File: src/rtl/game_pkg.sv
// Shared definitions for the jump-game sequencer: state encodings and timing defaults.
package game_pkg;

    localparam int unsigned STATE_W         = 3;
    localparam int unsigned FRAME_DIV_50MHZ = 833333;

    typedef enum logic [STATE_W-1:0] {
        StMenu  = 3'd0,
        StWait  = 3'd1,
        StPlay  = 3'd2,
        StPause = 3'd3,
        StOver  = 3'd4
    } state_e;

    // The frame divider only advances while the game or the game-over screen is live.
    function automatic logic is_running(state_e s);
        return (s == StPlay) || (s == StOver);
    endfunction

endpackage

File: src/rtl/tick_divider.sv
// Free-running divider producing a registered one-cycle tick every DIV enabled cycles.
module tick_divider #(
    parameter int unsigned DIV = 4
) (
    input  logic clk,
    input  logic resetn,
    input  logic en,
    input  logic clr,
    output logic tick
);

    localparam int unsigned CntW    = $clog2(DIV);
    localparam logic [CntW-1:0] LastCnt = CntW'(DIV - 1);

    logic [CntW-1:0] cnt_q, cnt_d;
    logic            tick_q, tick_d;

    always_comb begin
        cnt_d  = cnt_q;
        tick_d = 1'b0;
        if (clr) begin
            cnt_d = '0;
        end else if (en) begin
            if (cnt_q == LastCnt) begin
                cnt_d  = '0;
                tick_d = 1'b1;
            end else begin
                cnt_d = cnt_q + 1'b1;
            end
        end
    end

    always_ff @(posedge clk or negedge resetn) begin
        if (!resetn) begin
            cnt_q  <= '0;
            tick_q <= 1'b0;
        end else begin
            cnt_q  <= cnt_d;
            tick_q <= tick_d;
        end
    end

    assign tick = tick_q;

endmodule

File: src/rtl/game_ctrl.sv
// Game sequencer: menu, play, pause and game-over hold, with lives, saturating score
// and retained high score.
module game_ctrl
    import game_pkg::*;
#(
    parameter int unsigned FRAME_DIV        = FRAME_DIV_50MHZ,
    parameter int unsigned SCORE_W          = 8,
    parameter int unsigned LIVES            = 3,
    parameter int unsigned OVER_HOLD_FRAMES = 120
) (
    input  logic               clk,
    input  logic               resetn,
    input  logic               go,
    input  logic               pause_btn,
    input  logic               endgame,
    output logic               startgame,
    output logic               paused,
    output logic               game_over,
    output logic               frame_tick,
    output logic               respawn,
    output logic [SCORE_W-1:0] score,
    output logic [SCORE_W-1:0] high_score,
    output logic [2:0]         lives_left,
    output logic [STATE_W-1:0] state
);

    localparam int unsigned        HoldW    = $clog2(OVER_HOLD_FRAMES + 1);
    localparam logic [HoldW-1:0]   HoldLast = HoldW'(OVER_HOLD_FRAMES - 1);
    localparam logic [SCORE_W-1:0] ScoreMax = '1;

    state_e state_q, state_d;

    logic go_meta_q, go_sync_q, go_prev_q, go_rise_q;
    logic pb_meta_q, pb_sync_q, pb_prev_q, pause_rise_q;

    logic startgame_q, startgame_d;
    logic paused_q, paused_d;
    logic game_over_q, game_over_d;
    logic respawn_q, respawn_d;

    logic [SCORE_W-1:0] score_q, score_d;
    logic [SCORE_W-1:0] high_q, high_d;
    logic [2:0]         lives_q, lives_d;
    logic [HoldW-1:0]   hold_q, hold_d;
    logic               hold_expire;

    // Two-flop synchronisers followed by a registered rising-edge detector.
    always_ff @(posedge clk or negedge resetn) begin
        if (!resetn) begin
            go_meta_q    <= 1'b0;
            go_sync_q    <= 1'b0;
            go_prev_q    <= 1'b0;
            go_rise_q    <= 1'b0;
            pb_meta_q    <= 1'b0;
            pb_sync_q    <= 1'b0;
            pb_prev_q    <= 1'b0;
            pause_rise_q <= 1'b0;
        end else begin
            go_meta_q    <= go;
            go_sync_q    <= go_meta_q;
            go_prev_q    <= go_sync_q;
            go_rise_q    <= go_sync_q & ~go_prev_q;
            pb_meta_q    <= pause_btn;
            pb_sync_q    <= pb_meta_q;
            pb_prev_q    <= pb_sync_q;
            pause_rise_q <= pb_sync_q & ~pb_prev_q;
        end
    end

    tick_divider #(
        .DIV (FRAME_DIV)
    ) u_frame_div (
        .clk    (clk),
        .resetn (resetn),
        .en     (is_running(state_q)),
        .clr    (state_q == StMenu),
        .tick   (frame_tick)
    );

    assign hold_expire = (state_q == StOver) && frame_tick && (hold_q == HoldLast);

    always_ff @(posedge clk or negedge resetn) begin
        if (!resetn) begin
            state_q <= StMenu;
        end else begin
            state_q <= state_d;
        end
    end

    // endgame takes precedence over a coincident pause edge.
    always_comb begin
        state_d = state_q;
        unique case (state_q)
            StMenu:  if (go_rise_q) state_d = StWait;
            StWait:  state_d = StPlay;
            StPlay: begin
                if (endgame) begin
                    if (lives_q <= 3'd1) state_d = StOver;
                end else if (pause_rise_q) begin
                    state_d = StPause;
                end
            end
            StPause: if (pause_rise_q) state_d = StPlay;
            StOver:  if (go_rise_q || hold_expire) state_d = StMenu;
            default: state_d = StMenu;
        endcase
    end

    always_comb begin
        startgame_d = (state_d == StPlay);
        paused_d    = (state_d == StPause);
        game_over_d = (state_d == StOver);
    end

    always_comb begin
        lives_d   = lives_q;
        score_d   = score_q;
        high_d    = high_q;
        hold_d    = '0;
        respawn_d = 1'b0;
        unique case (state_q)
            StMenu: if (go_rise_q) score_d = '0;
            StWait: lives_d = 3'(LIVES);
            StPlay: begin
                if (endgame) begin
                    if (lives_q > 3'd1) begin
                        lives_d   = lives_q - 3'd1;
                        respawn_d = 1'b1;
                    end else begin
                        lives_d = '0;
                        if (score_q > high_q) high_d = score_q;
                    end
                end else if (frame_tick && (score_q != ScoreMax)) begin
                    score_d = score_q + 1'b1;
                end
            end
            StOver:  hold_d = frame_tick ? hold_q + 1'b1 : hold_q;
            default: ;
        endcase
    end

    always_ff @(posedge clk or negedge resetn) begin
        if (!resetn) begin
            startgame_q <= 1'b0;
            paused_q    <= 1'b0;
            game_over_q <= 1'b0;
            respawn_q   <= 1'b0;
            score_q     <= '0;
            high_q      <= '0;
            lives_q     <= 3'(LIVES);
            hold_q      <= '0;
        end else begin
            startgame_q <= startgame_d;
            paused_q    <= paused_d;
            game_over_q <= game_over_d;
            respawn_q   <= respawn_d;
            score_q     <= score_d;
            high_q      <= high_d;
            lives_q     <= lives_d;
            hold_q      <= hold_d;
        end
    end

    assign startgame  = startgame_q;
    assign paused     = paused_q;
    assign game_over  = game_over_q;
    assign respawn    = respawn_q;
    assign score      = score_q;
    assign high_score = high_q;
    assign lives_left = lives_q;
    assign state      = state_q;

endmodule

File: config.mk
export PLATFORM = sky130hd
export DESIGN_NAME = game_ctrl
export DESIGN_NICKNAME = d
export VERILOG_FILES = /design/src/rtl/game_pkg.sv /design/src/rtl/tick_divider.sv /design/src/rtl/game_ctrl.sv
export SDC_FILE = /design/constraint.sdc
export NUM_CORES = 1
export LEC_CHECK = 0
export CELL_PAD_IN_SITES_DETAIL_PLACEMENT = 2
export CELL_PAD_IN_SITES_GLOBAL_PLACEMENT = 2
export CORE_MARGIN = 1.5
export CORE_UTILIZATION = 39
export DETAILED_ROUTE_END_ITERATION = 10
export GPL_TIMING_DRIVEN = 0
export PLACE_DENSITY = 0.88
export SETUP_SLACK_MARGIN = 0.15
export SYNTH_ARGS = -nofsm -noshare
export SYNTH_HDL_FRONTEND = slang
export SYNTH_SLANG_ARGS = --single-unit
File: constraint.sdc
create_clock -name clk -period 3.6 [get_ports clk]
set_input_delay 0.54 -clock clk [delete_from_list [all_inputs] [get_ports clk]]
set_output_delay 0.54 -clock clk [all_outputs]
set_load 0.01 [all_outputs]
==> flow_metrics.env <==
export IMPL_status="finished, final reports clean"
export IMPL_p_switching_w=0.001103
export IMPL_hold_buffers=0
export IMPL_cts_sinks=62
export IMPL_synth_top_area_cell="dfrtp_1"
export IMPL_grt_util_met1_pct=31.47
export IMPL_grt_pass1_vias=2988
export IMPL_crit_arrival_ns=2.89
export IMPL_wl_mm=9.861
export IMPL_crit_chain="ha_1, o21ba_2, nor2_1, nand3_1, a211oi_4, mux2_2"
export IMPL_use_met3_pct=3.398
export IMPL_layout_setup_ws_ns=0.9557
export IMPL_synth_cell_types=46
export IMPL_synth_top_area_share_pct=46.71
export IMPL_ys_flop_type="dfrtp_1"
export IMPL_pwr_share_clk_pct=24.2
export IMPL_fin_crit_sh_pct=73.45
export IMPL_cp_num_cells=6
export IMPL_ys_seq_elements=62
export IMPL_p_per_area_nw_per_um2=701.8
export IMPL_critical_path_buf_inv_count=0
export IMPL_antenna_cells=0
export IMPL_vias=2732
export IMPL_design_die_area_um2=8796
export IMPL_core_um2=7848
export IMPL_reg2reg_slack_ns=0.96
export IMPL_max_cap_violations=0
export IMPL_fmax_mhz=378.2
export IMPL_drive_gt1_share_pct=10.81
export IMPL_internal_power_w=0.001604
export IMPL_pin_count=32
export IMPL_clkTransAtPathRegs_ns=0.08
export IMPL_layoutNonFillerInstCount=472
export IMPL_drc_errors=0
export IMPL_htree_levels=3
export IMPL_ff2ff_path_depth=6
export IMPL_dp_hpwl_mm=6.596
export IMPL_grt_pass1_wl_mm=16.24
export IMPL_worst_pin_slew_ns=0.8222
export IMPL_synth_area_per_cell_um2=9.951
export IMPL_netlist_instances=323
export IMPL_cp_start_kind="register"
export IMPL_avgViaCountPerCell=5.788
export IMPL_fin_skew_ns=0.01618
export IMPL_synth_edf_count=0
export IMPL_clock_latency_ns=0.36
export IMPL_place_ws_ns=0.9530
export IMPL_grt_setup_unrepaired="false"
export IMPL_overflow=0
export IMPL_drt_iter0_drc=60
export IMPL_grt_usage_pct=24.56
export IMPL_crit_type="reg -> reg"
export IMPL_tritoncts="yes"
export IMPL_ir_drop_uv=277.7
export IMPL_rows=32
export IMPL_power_frac_comb_pct=41.1
export IMPL_min_path_type="in -> async"
export IMPL_route_antenna_remaining_nets=0
export IMPL_cts_buffer_depth=2
export IMPL_worstReg2RegEnd="high_score[6]$_DFFE_PN0P_"
export IMPL_hold_viol_final=0
export IMPL_critPathSlowestCell="dfstp_2"
export IMPL_grt_busiest_layer="met2"
export IMPL_first_pass_iters=4
export IMPL_numCtsBuffers=9
export IMPL_seqPwrFrac_pct=34.7
export IMPL_synthArstFlopShare_pct=100.0
export IMPL_required_ns=3.84
export IMPL_layout_common_cells="60 x dfrtp_1, 30 x clkdlybuf4s50_1, 27 x o21ai_0, 22 x nand2_1, 21 x nor2_1"
export IMPL_syn2layout_area_growth_pct=20.01
export IMPL_slowest_delay_ns=0.60
export IMPL_initial_core_util_pct=40.96
export IMPL_die_y_um=93.79
export IMPL_reg2reg_from="lives_left[0]$_DFFE_PN1P_"
export IMPL_layout_commonest_cell="dfrtp_1"
export IMPL_cts_setup_buffers=0
export IMPL_cts_resized_gates=0
export IMPL_yosys_warnings=0
export IMPL_grtUsageMet2_pct=42.09
export IMPL_max_slew_margin_pct=45.19
export IMPL_worstPathMaxFanout=8
export IMPL_final_max_slew_viol_count=0
export IMPL_place_congestion=0.7731
export IMPL_switching_share_pct=40.75
export IMPL_seq_area_frac_synth_pct=48.35
export IMPL_antenna_found_initial=0
export IMPL_syn_nets=342
export IMPL_critPathCapture="high_score[6]$_DFFE_PN0P_"
export IMPL_grt_max_degree=63
export IMPL_startpoint="lives_left[0]$_DFFE_PN1P_"
export IMPL_fin_nets=384
export IMPL_wire_per_inst_um=20.89
export IMPL_power_leakage_nw=1.647
export IMPL_period_minus_slack_ns=2.644
export IMPL_io_buffers=31
export IMPL_critical_path_top_delay_family="simple AND/OR/NAND/NOR gates"
export IMPL_place_inst=456
export IMPL_syn_area_um2=3214
export IMPL_setup_viol=0
export IMPL_worstSetupEndpointType="register"
export IMPL_root_buffer="clkbuf_8"
export IMPL_synth_area_leaders="dfrtp_1 47%, ha_1 5.4%, o21ai_0 4.2%, mux2_2 2.8%, nand2_1 2.6%"
export IMPL_die_w_um=93.79
-- metal layers --
metal	wire length (µm)	up-vias
li1	-	1264
met1	4513	1411
met2	4955	41
met3	210	16
met4	182	0
met5	0	-
-- synthesized netlist by cell type (all sizes together), types with 6 or more instances --
cell	number
dfrtp	60
o21ai	30
nand2	22
nor2	21
inv	17
ha	14
a21oi	13
nand3	13
nor3	12
nand4	11
mux2	8
a21o	7
and3	7
nor3b	7
a22o	6
clkbuf	6
o31ai	6
-- sequential cells by signal, indices dropped and copies added, names as in the netlist --
name,flops
go_rise_q,1
u_frame_div.cnt_q,20
go_sync_q,1
respawn,1
startgame,1
hold_q,7
pb_prev_q,1
pb_sync_q,1
score,8
lives_left,3
state,3
u_frame_div.tick,1
go_meta_q,1
high_score,8
pb_meta_q,1
pause_rise_q,1
paused,1
go_prev_q,1
game_over,1
-- worst reg2reg max path: stages (launching register included) --
cell,delay (ns)
dfstp_2,0.60
ha_1,0.15
o21ba_2,0.14
nor2_1,0.38
nand3_1,0.33
a211oi_4,0.53
mux2_2,0.40
-- metrics by stage --
stage	hold WS [ns]	instance area (µm²)	setup TNS [ns]	utilization [%]	total power [W]
2_1_floorplan	0.2444	3214	0	-	0.001575
3_3_place_gp	0.3338	3652	-9.548	46.54	0.001964
3_5_place_dp	0.3362	3650	0	46.51	0.002053
4_1_cts	0.2984	3857	0	49.16	0.002728
5_1_grt	0.3167	3857	0	49.16	0.002882
6_report	0.2550	3857	0	49.16	0.002707
-- power groups by stage --
stage | clock, W | sequential, W | combinational [W]
after floorplan | 0 | 0.000956 | 0.000619
after global placement | 0 | 0.000940 | 0.00102
after detailed placement | 0 | 0.000949 | 0.00110
after CTS | 0.000661 | 0.000939 | 0.00113
after global routing | 0.000690 | 0.000957 | 0.00124
final | 0.000656 | 0.000940 | 0.00111
-- kinds of logic (layout without fill, tap and decap cells) --
logic type	after synthesis	after routing	share of synthesized area, %
flops	62	62	48.35
buf+inv	27	74	3.309
mux	10	10	3.426
fa+ha+maj	14	14	5.450
xor+xnor	6	6	1.635
simple gates	128	128	22.50
compound gates	76	76	15.34
-- cell type report --
class | count | area, µm²
clock buffer | 10 | 137.6
clock inverter | 6 | 70.07
timing repair buffer | 31 | 307.8
multi-input combinational | 234 | 1554
sequential | 62 | 1554
tap | 102 | 127.6
fill | 818 | 3990
buffer | 10 | 42.54
inverter | 17 | 63.81
-- worst min-delay path by stage --
stage	start	endpoint	slack [ns]
finish	resetn	u_frame_div.cnt_q[14]$_DFFE_PN0P_	0.25
global route	resetn	u_frame_div.cnt_q[14]$_DFFE_PN0P_	0.32
CTS	resetn	u_frame_div.cnt_q[13]$_DFFE_PN0P_	0.30
detailed placement	go_meta_q$_DFF_PN0_	go_sync_q$_DFF_PN0_	0.34
global placement	go_meta_q$_DFF_PN0_	go_sync_q$_DFF_PN0_	0.33
floorplan	resetn	game_over$_DFF_PN0_	0.24
(Power assumes the default switching activity.)
